## config.mk

```make
export PLATFORM = sky130hd
export DESIGN_NAME = hazard_scoreboard
export DESIGN_NICKNAME = d
export VERILOG_FILES = /design/src/rtl/hazard_scoreboard.sv
export SDC_FILE = /design/constraint.sdc
export NUM_CORES = 1
export LEC_CHECK = 0
export CAP_MARGIN = 20
export CORE_MARGIN = 1.5
export CORE_UTILIZATION = 53
export CTS_BUF_LIST = sky130_fd_sc_hd__clkbuf_16
export CTS_CLUSTER_SIZE = 14
export DETAILED_ROUTE_END_ITERATION = 6
export PLACE_DENSITY = 0.83
export REMOVE_ABC_BUFFERS = 1
export SLEW_MARGIN = 30
export SYNTH_ARGS = -nofsm -noshare
export SYNTH_HDL_FRONTEND = slang
export SYNTH_SLANG_ARGS = --single-unit
```

## constraint.sdc

```tcl
create_clock -name clk -period 5.3 [get_ports clk]
set_input_delay 1.06 -clock clk [delete_from_list [all_inputs] [get_ports clk]]
set_output_delay 1.06 -clock clk [all_outputs]
set_load 0.02 [all_outputs]
```

## src/rtl/hazard_scoreboard.sv

```systemverilog
// Hazard unit for the 5-stage pipeline: tracks in-flight register writes per stage
// and produces the ID stall plus optional per-operand bypass selects.
module hazard_scoreboard #(
  parameter int AW          = 5,
  parameter int DEPTH       = 3,
  parameter int FWD         = 1,
  parameter int LOAD_READY  = 2,
  parameter int FLUSH_DEPTH = 1,
  parameter int SW_CNT      = 16
) (
  input  logic                           clk,
  input  logic                           rst,
  input  logic                           hold,
  input  logic                           flush,
  input  logic                           id_valid,
  input  logic [AW-1:0]                  id_rs,
  input  logic [AW-1:0]                  id_rt,
  input  logic                           id_rs_used,
  input  logic                           id_rt_used,
  input  logic                           id_wen,
  input  logic [AW-1:0]                  id_waddr,
  input  logic                           id_is_load,
  output logic                           stall,
  output logic [$clog2(DEPTH+1)-1:0]     fwd_a_sel,
  output logic [$clog2(DEPTH+1)-1:0]     fwd_b_sel,
  output logic [SW_CNT-1:0]              stall_cnt,
  output logic [DEPTH-1:0]               slot_valid
);

  localparam int SW = $clog2(DEPTH+1);

  logic [DEPTH-1:0] v;
  logic [DEPTH-1:0] ld;
  logic [AW-1:0]    a [DEPTH];

  logic [DEPTH-1:0] m_a, m_b;
  logic             hit_a, hit_b, early_a, early_b, pld_a, pld_b, stall_raw;
  logic [SW-1:0]    p_a, p_b;

  always_comb begin
    m_a = '0;
    m_b = '0;
    for (int k = 0; k < DEPTH; k++) begin
      m_a[k] = id_valid & id_rs_used & (id_rs != '0) & v[k] & (a[k] == id_rs);
      m_b[k] = id_valid & id_rt_used & (id_rt != '0) & v[k] & (a[k] == id_rt);
    end
  end

  // Scan oldest to youngest so the youngest (lowest k) producer is left standing.
  always_comb begin
    hit_a = 1'b0; p_a = '0; pld_a = 1'b0; early_a = 1'b0;
    hit_b = 1'b0; p_b = '0; pld_b = 1'b0; early_b = 1'b0;
    for (int k = DEPTH-1; k >= 0; k--) begin
      if (m_a[k]) begin
        hit_a = 1'b1; p_a = SW'(k); pld_a = ld[k]; early_a = (k < LOAD_READY);
      end
      if (m_b[k]) begin
        hit_b = 1'b1; p_b = SW'(k); pld_b = ld[k]; early_b = (k < LOAD_READY);
      end
    end
  end

  always_comb begin
    stall_raw = 1'b0;
    fwd_a_sel = '0;
    fwd_b_sel = '0;
    if (FWD == 0) begin
      // WB slot is skipped: the register file writes before it reads.
      for (int k = 0; k < DEPTH-1; k++)
        stall_raw = stall_raw | m_a[k] | m_b[k];
    end else begin
      stall_raw = (hit_a & pld_a & early_a) | (hit_b & pld_b & early_b);
      if (!stall_raw) begin
        if (hit_a) fwd_a_sel = p_a + SW'(1);
        if (hit_b) fwd_b_sel = p_b + SW'(1);
      end
    end
    stall = stall_raw & ~flush;
  end

  assign slot_valid = v;

  always_ff @(posedge clk or negedge rst) begin
    if (!rst) begin
      v         <= '0;
      ld        <= '0;
      stall_cnt <= '0;
      for (int k = 0; k < DEPTH; k++) a[k] <= '0;
    end else if (!hold) begin
      v[0]  <= id_valid & ~stall & ~flush & id_wen & (id_waddr != '0);
      a[0]  <= id_waddr;
      ld[0] <= id_is_load;
      for (int k = 1; k < DEPTH; k++) begin
        a[k]  <= a[k-1];
        ld[k] <= ld[k-1];
        v[k]  <= (flush && (k < FLUSH_DEPTH)) ? 1'b0 : v[k-1];
      end
      if (stall && (stall_cnt != '1))
        stall_cnt <= stall_cnt + 1'b1;
    end
  end

endmodule
```

# [Yosys cells after proc, flatten, opt, wreduce, memory -nomap -nowiden]
# Cells that the tools add are included.
[word_totals] register_bits=37 input_bits=24 output_inout_bits=24 elab_cells=76
[op_classes] addsub=3 n_eq_ne=7 muxes=26 bitwise_logic=29 n_reduce_logical=5
[ops] op="$eq A5 B5 Y1" n=6
[ops] op="$and A1 B1 Y1" n=25
[ops] op="$mux W2" n=10
[ops] op="$add A16 B1 Y16 const B" n=1
[ops] op="$mux W1" n=16
[ops] op="$ne A16 B16 Y1 const B" n=1
[ops] op="$reduce_bool A5 Y1" n=3
[ops] op="$add A2 B1 Y2 const B" n=2
[ops] op="$not A1 Y1" n=3
[ops] op="$reduce_and A2 Y1" n=1
[ops] op="$logic_and A1 B1 Y1" n=1
[ops] op="$or A1 B1 Y1" n=1

# [Logic depth before layout (Yosys ltp)]
# Gate-level depths: netlist of run 1.
[depth] ltp_word=16 mapped_depth=9 mapped_depth_nobuf=8

# [Worst setup path before layout of run 1]
# Ideal clock, no wire load.
[synth_path] path_kind="input to output" from="input id_rs[1]" to="output fwd_a_sel[1]" arrival_time_ps=3026 required_ps=4240 slack_ps=1214 stages=7 n_path_buf=1 path_cell_list="or4_1 o211ai_1 nand4b_1 o22ai_2 a21bo_1 buf_2 a211oi_1"
[synth_between] elab_chain_len=11 word_cells_on_any_way=28 cone_classes="add/sub: 1; eq/ne: 3; mux: 13; bitwise: 10; reduce/logical: 1"
[synth_lines] item="from (decl)" line="16" source="input logic [AW-1:0] id_rs,"
[synth_lines] item="branches (longest 10 deep; another with $add A2 B1 Y2)"
[synth_lines] item="$mux W2 *" line="73" source="if (!stall_raw) begin"
[synth_lines] item="to (decl)" line="24" source="output logic [$clog2(DEPTH+1)-1:0] fwd_a_sel,"
# Every way passes the cells marked *.

# [Final worst setup path of run 1]
# Ends and elaborated chain as after synthesis.

==> metrics.cfg, run 1 <==
[status]
outcome = complete, no violations

[worst_setup_path]
worst_r2r_startpoint = a[8]
critical-path-top-cell-by-count = sky130_fd_sc_hd__clkdlybuf4s50_1
worstSetupPathType = in -> out
cp-endpoint = fwd_a_sel[1]
worstPathCellList = clkdlybuf4s50_1 -> or4_1 -> o211ai_1 -> nand4b_1 -> o22ai_2 -> a21bo_1 -> a211oi_1 -> clkdlybuf4s50_1
cp.buffers_inverters = 2
cp_data_arrival_time_ps = 4010
critPathMaxFanout = 9
crit_path_leading_delay_family = buffers and inverters
r2r-end = stall_cnt[1]
critPathMaxStageDelay_ps = 640
critical_path_origin = id_rs[1]
cp-start-kind = input pin
end_kind = primary output
cell_with_the_biggest_individual_delay_on_the_critical_path = sky130_fd_sc_hd__clkdlybuf4s50_1
worst-r2r-setup-slack_ps = 3090
worst-endpoint-required_ps = 4240
critical_path_cell_count = 8
r2r_cells = 6

[cells_and_area]
final_net_count = 261
mostFrequentLayoutCell = sky130_fd_sc_hd__clkdlybuf4s50_1
layout-drive-gt1-share_pct = 15.2
multiInputGateArea_um2 = 1090
n_antenna_cell = 0
most-common-layout-cells = sky130_fd_sc_hd__clkdlybuf4s50_1 (47), sky130_fd_sc_hd__xnor2_1 (36), sky130_fd_sc_hd__dfrtp_1 (36)
layout.filler_cells = 274
ff_latch_area_um2 = 901
area_growth_syn_to_layout_pct = 32.3
fin_area_um2 = 2690

[placed_design]
port-buffer-count = 47
half_perimeter_wire_length_after_detailed_placement_um = 3300
gp_congestion = 0.829
place_area_um2 = 2540

[cts]
clk_pin_slew_ps = 60
post-cts-setup-buffers = 0
cts-buffers-inserted = 5
clk-insertion-delay-late_ps = 280
hold_buffers = 0
cts_sinks = 36
clk_root_buffer_cell = sky130_fd_sc_hd__clkbuf_16
cts_max_level = 2
cts.path.max_buffers = 2
ctsResizeCount = 0
clock_tree_from_tritoncts = built

[pwr]
power.density_nw_per_um2 = 267
power.sequential.fraction_pct = 45.2
vdd.ir_drop.worst_mv = 0.234
comb_power_share_pct = 15.7
power.clock.fraction_pct = 39.1
power.internal_mw = 0.535
finalPower_mw = 0.718
switching_power_mw = 0.183
swShare_pct = 25.5
leakagePower_nw = 1.08

[global_route]
pin_count_of_the_biggest_net_entering_global_routing = 37
grt.busiest_layer = met2
grtUsageMet1_pct = 31.5
gr-total-overflow = 0
grt_pass1_vias = 1586
groute.layer.met3.usage_pct = 5.21
grt_use_met2_pct = 40.6
grt_antenna_before_repair = 0
groute.usage.overall_pct = 24.2
grt_first_pass_wirelength_um = 7650

[floorplan]
placeableCoreArea_um2 = 3660
dieArea_um2 = 4210
core.rowCount = 22
die_height_um = 64.9
starting_density_of_the_core_pct = 55.5
ioPinCount = 48
die_w_um = 64.9

[drt]
route.antenna.remaining_nets = 0
route.detailed.wl_per_inst_um = 15.9
drt-pass1-iter-count = 4
postRouteWirelength_um = 4540
detailed_route_iter0_violations = 110
detail_route.vias_per_cell = 5.59
routed-via-count = 1594
detail_route.drc_violations = 0

[synth]
synth_simple_gate_area_share_pct = 15.8
synth.ff_latch_count = 36
synth_seq_area_share_pct = 44.4
yosys-mux-area-fraction_pct = 11.1
syn_area_per_cell_um2 = 10.9
postSynth.topFlopCell = sky130_fd_sc_hd__dfrtp_1
postSynth.asyncResetShare_pct = 100
yosysWarningCount = 0
synth_cell_types = 38
synth_fa_ha_area_share_pct = 0.616
syn_area_um2 = 2030
post_synth_xor_xnor_area_pct = 19.4
synth_compound_gate_area_share_pct = 6.53
main_combinational_cell_family_by_area_after_synthesis = XOR/XNOR gates
edff_count_synth = 0
postSynthCellCount = 186

[timing]
max_freq_mhz = 197
whs_ps = 495
final-hold-violation-count = 0
post-route-period-util_pct = 95.7
grt_setup_unrepaired = no
maxSlewViolCount = 0
fin_worst_skew_ps = 4.83
timing.max_slew.rel_slack_pct = 69.2
finalWorstPathRequiredPeriod_ps = 5070
setup_tns_ps = 0
worst_slew_pin_slew_ps = 458
setup-violations-final = 0

[hold_path]
worst_hold_path_type = reg -> reg

[job]
max_cap_viol_count = 0

==> metrics by stage <==
stage,setup WS (ps),std cells,utilization [%]
3_5_place_dp,292,277,69.5
4_1_cts,226,285,73.4
2_1_floorplan,1260,180,-
5_1_grt,87.2,285,73.4
3_3_place_gp,357,277,69.5
6_report,227,285,73.4
==> worst min path at each step <==
stage | startpoint | endpoint | cells past startpoint
final | stall_cnt[8] | stall_cnt[8] | 1
after global routing | stall_cnt[10] | stall_cnt[10] | 1
after CTS | stall_cnt[8] | stall_cnt[8] | 1
after detailed placement | stall_cnt[8] | stall_cnt[8] | 1
after global placement | stall_cnt[8] | stall_cnt[8] | 1
after floorplan | ld[0] | ld[1] | 1
==> cells in the mapped netlist (5+ instances only) <==
library cell	n	area [µm²]
sky130_fd_sc_hd__nand4_1	11	68.8
sky130_fd_sc_hd__nor3_1	7	35.0
sky130_fd_sc_hd__xor2_1	9	78.8
sky130_fd_sc_hd__dfrtp_1	36	901
sky130_fd_sc_hd__xnor2_1	36	315
sky130_fd_sc_hd__nand2_1	14	52.6
sky130_fd_sc_hd__nand3_1	5	25.0
sky130_fd_sc_hd__mux2_2	20	225
sky130_fd_sc_hd__nor2_1	7	26.3
==> logic make-up (layout without fill, tap and decap cells) <==
group                    Yosys count  count (layout)
XOR/XNOR                          45              45
multiplexers                      20              20
buffers and inverters              9              60
adder cells (fa/ha/maj)            1               1
AO/OA/AOI/OAI                     16              16
AND/OR/NAND/NOR                   59              59
flip-flops                        36              36
==> state kept, by name, indices dropped and copies added, names as in the netlist <==
register and count:
stall_cnt 16, a 15, slot_valid 3, ld 2
==> final cells by class <==
| class | instances | area share [%] |
|---|---|---|
| clock buffers | 5 | 4.66 |
| clock inverters | 3 | 0.698 |
| inverters | 3 | 0.419 |
| multi-input cells | 141 | 40.4 |
| flip-flops and latches | 36 | 33.5 |
| well taps | 48 | 2.23 |
| repair buffers | 49 | 18.1 |
==> per-layer routing <==
metal  vias to the layer above  part of all wire (%)
met1                       783                    43
met4                         0                  0.88
li1                        759                     -
met2                        48                    51
met5                         -                     0
met3                         4                   4.5
==> power groups by stage <==
stage	logic (mW)	registers, mW	clock network, mW
2_1_floorplan	0.0631	0.324	0
3_5_place_dp	0.113	0.329	0
6_report	0.113	0.325	0.281
3_3_place_gp	0.110	0.328	0
5_1_grt	0.124	0.328	0.303
4_1_cts	0.114	0.324	0.287
(Power assumes the default switching activity.)
==> run 2: changes to the inputs <==
--- a/config.mk
+++ b/config.mk
@@ -7,13 +7,14 @@
 export LEC_CHECK = 0
 export CAP_MARGIN = 20
 export CORE_MARGIN = 1.5
-export CORE_UTILIZATION = 53
+export CORE_UTILIZATION = 50
 export CTS_BUF_LIST = sky130_fd_sc_hd__clkbuf_16
 export CTS_CLUSTER_SIZE = 14
 export DETAILED_ROUTE_END_ITERATION = 6
-export PLACE_DENSITY = 0.83
+export MAX_ROUTING_LAYER = met4
+export PLACE_DENSITY = 0.79
 export REMOVE_ABC_BUFFERS = 1
-export SLEW_MARGIN = 30
+export SLEW_MARGIN = 10
 export SYNTH_ARGS = -nofsm -noshare
 export SYNTH_HDL_FRONTEND = slang
 export SYNTH_SLANG_ARGS = --single-unit
==> constraint.sdc (replaced) <==
create_clock -name clk -period 5.75 [get_ports clk]
set_input_delay 1.15 -clock clk [delete_from_list [all_inputs] [get_ports clk]]
set_output_delay 1.15 -clock clk [all_outputs]
set_load 0.02 [all_outputs]
==> run 2 against run 1 <==
Sequential power is 8.0% lower. Core utilization is 1.6 points lower. Wire length is 4.6% lower. Worst setup slack better by 360 ps. Non-clock buffer count stayed put. Clock skew is 0.51 ps lower. Worst hold slack worse by 4.0 ps. Die area is 5.7% higher. Combinational power is 9% lower. Power is 2.4% lower. First-iteration DRC count is 17% lower. Global-route usage is 0.98 points lower.
==> metrics.cfg, run 2 (synthesis gave the netlist of run 1 again) <==
[timing]
maxSlewViolCount = 0  ; unchanged
fin_worst_skew_ps = 4.33  ; -0.505 ps
worst_slew_pin_slew_ps = 438  ; -20.2 ps
setup_tns_ps = 0  ; unchanged
grt_setup_unrepaired = no
setup-violations-final = 0  ; unchanged
post-route-period-util_pct = 89.8
whs_ps = 491  ; -3.99 ps
max_freq_mhz = 194
final-hold-violation-count = 0  ; unchanged
timing.max_slew.rel_slack_pct = 70.8  ; +1.6 points
finalWorstPathRequiredPeriod_ps = 5170

[drt]
detail_route.drc_violations = 0  ; unchanged
detailed_route_iter0_violations = 91  ; -17%
detail_route.vias_per_cell = 5.48  ; -2.1%
routed-via-count = 1561  ; -2.1%
postRouteWirelength_um = 4340  ; -4.6%
route.antenna.remaining_nets = 0  ; unchanged
route.detailed.wl_per_inst_um = 15.2  ; -4.6%
drt-pass1-iter-count = 4  ; unchanged

[cells_and_area]
fin_area_um2 = 2710  ; +0.74%
most-common-layout-cells = sky130_fd_sc_hd__clkdlybuf4s50_1 (47), sky130_fd_sc_hd__xnor2_1 (36), sky130_fd_sc_hd__dfrtp_1 (36)
n_antenna_cell = 0  ; unchanged
final_net_count = 261  ; unchanged
largest_register_ff_count = 16  ; unchanged
mostFrequentLayoutCell = sky130_fd_sc_hd__clkdlybuf4s50_1
layout.filler_cells = 296  ; +8.0%
largest_register = stall_cnt
area_growth_syn_to_layout_pct = 33.3
layout-drive-gt1-share_pct = 14.8  ; -0.42 points

[placed_design]
half_perimeter_wire_length_after_detailed_placement_um = 3300  ; +0.23%
port-buffer-count = 47  ; unchanged
gp_congestion = 0.839  ; +1.3%
place_area_um2 = 2540  ; unchanged

[pwr]
swShare_pct = 23.6  ; -1.9 points
power.density_nw_per_um2 = 259  ; -3.1%
switching_power_mw = 0.165  ; -9.7%
vdd.ir_drop.worst_mv = 0.199  ; -15%
power.internal_mw = 0.536  ; +0.13%
power.sequential.fraction_pct = 42.6  ; -2.6 points
comb_power_share_pct = 14.7  ; -1.0 points
leakagePower_nw = 1.09  ; +1.1%
power.clock.fraction_pct = 42.6  ; +3.5 points

[global_route]
gr-total-overflow = 0  ; unchanged
pin_count_of_the_biggest_net_entering_global_routing = 37  ; unchanged
grt_pass1_vias = 1503  ; -5.2%
groute.usage.overall_pct = 23.3  ; -0.98 points
grt_first_pass_wirelength_um = 7400  ; -3.3%
grt_antenna_before_repair = 0  ; unchanged

[worst_setup_path]
worstSetupPathType = in -> out
r2r_cells = 6  ; unchanged
end_kind = primary output
worst_r2r_startpoint = a[8]
cp_data_arrival_time_ps = 4020  ; about the same
critPathMaxFanout = 9  ; unchanged
r2r-end = stall_cnt[1]
cp-start-kind = input pin
worst-endpoint-required_ps = 4600  ; +360 ps
worst-r2r-setup-slack_ps = 3550  ; +460 ps

[cts]
clk-insertion-delay-late_ps = 270  ; about the same
clock_tree_from_tritoncts = built
clk_root_buffer_cell = sky130_fd_sc_hd__clkbuf_16
post-cts-setup-buffers = 0  ; unchanged
ctsResizeCount = 0  ; unchanged
cts_max_level = 2  ; unchanged
clk_pin_slew_ps = 50  ; about the same
hold_buffers = 0  ; unchanged
cts_sinks = 36  ; unchanged
cts.path.max_buffers = 2  ; unchanged
cts-buffers-inserted = 5  ; unchanged

[floorplan]
die_height_um = 66.7  ; +2.8%
ioPinCount = 48  ; unchanged
placeableCoreArea_um2 = 3770  ; +3.0%
dieArea_um2 = 4450  ; +5.7%
starting_density_of_the_core_pct = 53.8  ; -1.6 points
die_w_um = 66.7  ; +2.8%
core.rowCount = 22  ; unchanged

[hold_path]
worst_hold_path_type = reg -> reg
worstHoldPathCells = 1  ; unchanged
hp-start = stall_cnt[8]
hold_critical_path_endpoint = stall_cnt[8]

[job]
max_cap_viol_count = 0  ; unchanged

[status]
outcome = complete, no violations

==> run 2: cell types whose count changed in the layout (fill, tap and decap cells not counted) <==
cell	delta
sky130_fd_sc_hd__clkinv_2	-1
sky130_fd_sc_hd__bufinv_16	+1
sky130_fd_sc_hd__clkinv_4	-1
sky130_fd_sc_hd__inv_1	+1
==> run 2: worst max-delay path by stage <==
stage             start      endpoint  slack (ps)  depth (start not counted)
6_report       id_rt[1]  fwd_a_sel[1]         580                          8
5_1_grt        id_rt[1]  fwd_a_sel[1]         380                          8
4_1_cts        id_rt[1]  fwd_a_sel[1]         580                          8
3_5_place_dp   id_rt[1]  fwd_a_sel[1]         590                          8
3_3_place_gp   id_rs[1]  fwd_a_sel[1]         630                          8
2_1_floorplan  id_rs[1]  fwd_a_sel[1]        1530                          6
==> run 2: through the flow <==
stage / utilization, % / power (mW) / std cells / worst slack [ps]
detailed placement: 67.5 / 0.408 / 277 / 593
global placement: 67.5 / 0.406 / 277 / 635
CTS: 71.8 / 0.709 / 285 / 580
floorplan: - / 0.357 / 180 / 1530
finish: 71.8 / 0.701 / 285 / 584
global route: 71.8 / 0.736 / 285 / 377
==> run 2: power groups by stage <==
stage	Clock (mW)	Combinational, mW	Sequential [mW]
final	0.299	0.103	0.299
after global routing	0.319	0.114	0.303
after CTS	0.304	0.105	0.300
after detailed placement	0	0.104	0.304
after global placement	0	0.103	0.303
after floorplan	0	0.0582	0.299
==> run 2: worst max-delay path, cell delays in order <==
cell,delay [ps]
sky130_fd_sc_hd__clkdlybuf4s50_1,510
sky130_fd_sc_hd__or4_4,580
sky130_fd_sc_hd__o211ai_1,290
sky130_fd_sc_hd__nand4b_1,210
sky130_fd_sc_hd__o22ai_2,100
sky130_fd_sc_hd__a21bo_1,310
sky130_fd_sc_hd__a211oi_1,230
sky130_fd_sc_hd__clkdlybuf4s50_1,630
==> run 2: layout make-up <==
class                      instances  area, µm²  area share, %
clock buffer                       5        125           4.62
inverter                           3       11.3          0.416
clock inverter                     3       38.8           1.43
tap                               48       60.1           2.22
timing repair buffer              49        485           17.9
sequential                        36        901           33.3
multi-input combinational        141       1090           40.1
==> run 2: layer usage <==
layer | wire, µm | global-route usage, %
met1 | 2020 | 30.9
met2 | 2040 | 34.8
met3 | 230 | 5.57
met4 | 44 | 8.42
met5 | 0 | -
==> run 3: changes to the inputs <==
--- a/config.mk
+++ b/config.mk
@@ -6,6 +6,7 @@
 export NUM_CORES = 1
 export LEC_CHECK = 0
 export CAP_MARGIN = 20
+export CORE_ASPECT_RATIO = 2
 export CORE_MARGIN = 1.5
 export CORE_UTILIZATION = 50
 export CTS_BUF_LIST = sky130_fd_sc_hd__clkbuf_16
==> run 3 against run 2 <==
Fmax down 2.3%. Non-clock buffer count unchanged. Count of clock-buffer cells in the layout unchanged. Register-to-register slack worse by 130 ps. Clock skew down 1.4 ps.
==> metrics.cfg, run 3 (synthesis gave the netlist of run 1 again) <==
[worst_setup_path]
worst-r2r-setup-slack_ps = 3420  ; -130 ps
critPathMaxFanout = 9  ; unchanged
end_kind = primary output
worstSetupPathType = in -> out
cp-start-kind = input pin
cp_data_arrival_time_ps = 4140  ; +120 ps
worst-endpoint-required_ps = 4600  ; about the same

[timing]
timing.max_slew.rel_slack_pct = 68.1  ; -2.7 points
fin_worst_skew_ps = 2.96  ; -1.37 ps
whs_ps = 509  ; +17.5 ps
maxSlewViolCount = 0  ; unchanged
final-hold-violation-count = 0  ; unchanged
max_freq_mhz = 189  ; -2.3%
setup-violations-final = 0  ; unchanged
grt_setup_unrepaired = no
finalWorstPathRequiredPeriod_ps = 5290  ; +124 ps
post-route-period-util_pct = 92.0  ; +2.2 points
worst_slew_pin_slew_ps = 474  ; +36.7 ps
setup_tns_ps = 0  ; unchanged

[cells_and_area]
largest_register = stall_cnt
largest_register_ff_count = 16  ; unchanged
multiInputGateArea_um2 = 1090  ; unchanged
area_growth_syn_to_layout_pct = 32.0
mostFrequentLayoutCell = sky130_fd_sc_hd__clkdlybuf4s50_1
n_antenna_cell = 0  ; unchanged
most-common-layout-cells = sky130_fd_sc_hd__clkdlybuf4s50_1 (47), sky130_fd_sc_hd__xnor2_1 (36), sky130_fd_sc_hd__dfrtp_1 (36)
layout-drive-gt1-share_pct = 14.0  ; -0.78 points
final_net_count = 261  ; unchanged
layout.filler_cells = 342  ; +16%
fin_area_um2 = 2680  ; -1.0%
ff_latch_area_um2 = 901  ; unchanged

[placed_design]
port-buffer-count = 47  ; unchanged
place_area_um2 = 2550  ; +0.15%
gp_congestion = 0.765  ; -8.9%
half_perimeter_wire_length_after_detailed_placement_um = 3670  ; +11%

[floorplan]
die_height_um = 93.1  ; +40%
placeableCoreArea_um2 = 3880  ; +3.0%
die_w_um = 48.1  ; -28%
core.rowCount = 32  ; +45%
dieArea_um2 = 4480  ; +0.52%
starting_density_of_the_core_pct = 52.3  ; -1.6 points
ioPinCount = 48  ; unchanged

[cts]
clk_pin_slew_ps = 50  ; about the same
clk-insertion-delay-late_ps = 270  ; about the same
cts_max_level = 2  ; unchanged
cts.path.max_buffers = 2  ; unchanged
post-cts-setup-buffers = 0  ; unchanged
hold_buffers = 0  ; unchanged
clk_root_buffer_cell = sky130_fd_sc_hd__clkbuf_16
cts-buffers-inserted = 5  ; unchanged
cts_sinks = 36  ; unchanged
clock_tree_from_tritoncts = built
ctsResizeCount = 0  ; unchanged

[drt]
drt-pass1-iter-count = 4  ; unchanged
route.detailed.wl_per_inst_um = 16.9  ; +11%
detailed_route_iter0_violations = 22  ; -76%
postRouteWirelength_um = 4840  ; +12%
detail_route.drc_violations = 0  ; unchanged
routed-via-count = 1619  ; +3.7%
route.antenna.remaining_nets = 0  ; unchanged
detail_route.vias_per_cell = 5.64  ; +3.0%

[status]
outcome = complete, no violations

[global_route]
grt_antenna_before_repair = 0  ; unchanged
pin_count_of_the_biggest_net_entering_global_routing = 37  ; unchanged
groute.usage.overall_pct = 25.0  ; +1.8 points
gr-total-overflow = 0  ; unchanged
grt_pass1_vias = 1631  ; +8.5%
grt_first_pass_wirelength_um = 7590  ; +2.5%

[pwr]
leakagePower_nw = 1.07  ; -1.9%
power.density_nw_per_um2 = 243  ; -6.3%
vdd.ir_drop.worst_mv = 0.207  ; +3.7%

[job]
max_cap_viol_count = 0  ; unchanged

[hold_path]
worst_hold_path_type = reg -> reg

## run 3: metrics by stage
step	setup WS, ps	power [mW]	utilization, %	instances
3_3_place_gp	640	0.406	65.6	280
5_1_grt	263	0.680	69.0	287
4_1_cts	466	0.658	69.0	287
3_5_place_dp	485	0.409	65.6	280
6_report	460	0.650	69.0	287
2_1_floorplan	1530	0.357	-	180
## run 3: worst paths after layout
| kind | to | start | depth (start not counted) |
|---|---|---|---|
| setup reg to reg | stall_cnt[1] | a[8] | 6 |
| min in group asynchronous | stall_cnt[4] | rst | 2 |
| hold / removal | stall_cnt[14] | stall_cnt[14] | 1 |
| hold reg to reg | stall_cnt[14] | stall_cnt[14] | 1 |
| setup / recovery | fwd_a_sel[1] | id_rs[1] | 8 |
| max in group asynchronous | a[11] | rst | 2 |
## run 3: worst max-delay path, stage by stage
cell and delay (ps):
sky130_fd_sc_hd__clkdlybuf4s50_1 500, sky130_fd_sc_hd__or4_1 610, sky130_fd_sc_hd__o211ai_1 270, sky130_fd_sc_hd__nand4b_1 220, sky130_fd_sc_hd__o22ai_2 130, sky130_fd_sc_hd__a21bo_1 310
sky130_fd_sc_hd__a211oi_1 290, sky130_fd_sc_hd__clkdlybuf4s50_1 650
## run 3: power by group
group / switching, mW / internal (mW)
Combinational: 0.0445 / 0.0610
Clock: 0.0918 / 0.155
Sequential: 0.0251 / 0.273
## run 3: layer usage
| layer | up-vias | share of wire, % | global-route usage, % |
|---|---|---|---|
| met4 | 0 | 2.9 | 10.4 |
| met5 | - | 0 | - |
| li1 | 763 | - | - |
| met3 | 13 | 3.1 | 3.86 |
| met1 | 796 | 38 | 24.6 |
| met2 | 47 | 56 | 44.8 |
## run 3: layout make-up
cell class              count  share of cell area (%)
clock buffers               5                    4.67
clock inverters             2                   0.280
inverters                   3                   0.420
multi-input cells         141                    40.5
flip-flops and latches     36                    33.6
well taps                  51                    2.38
repair buffers             49                    18.1
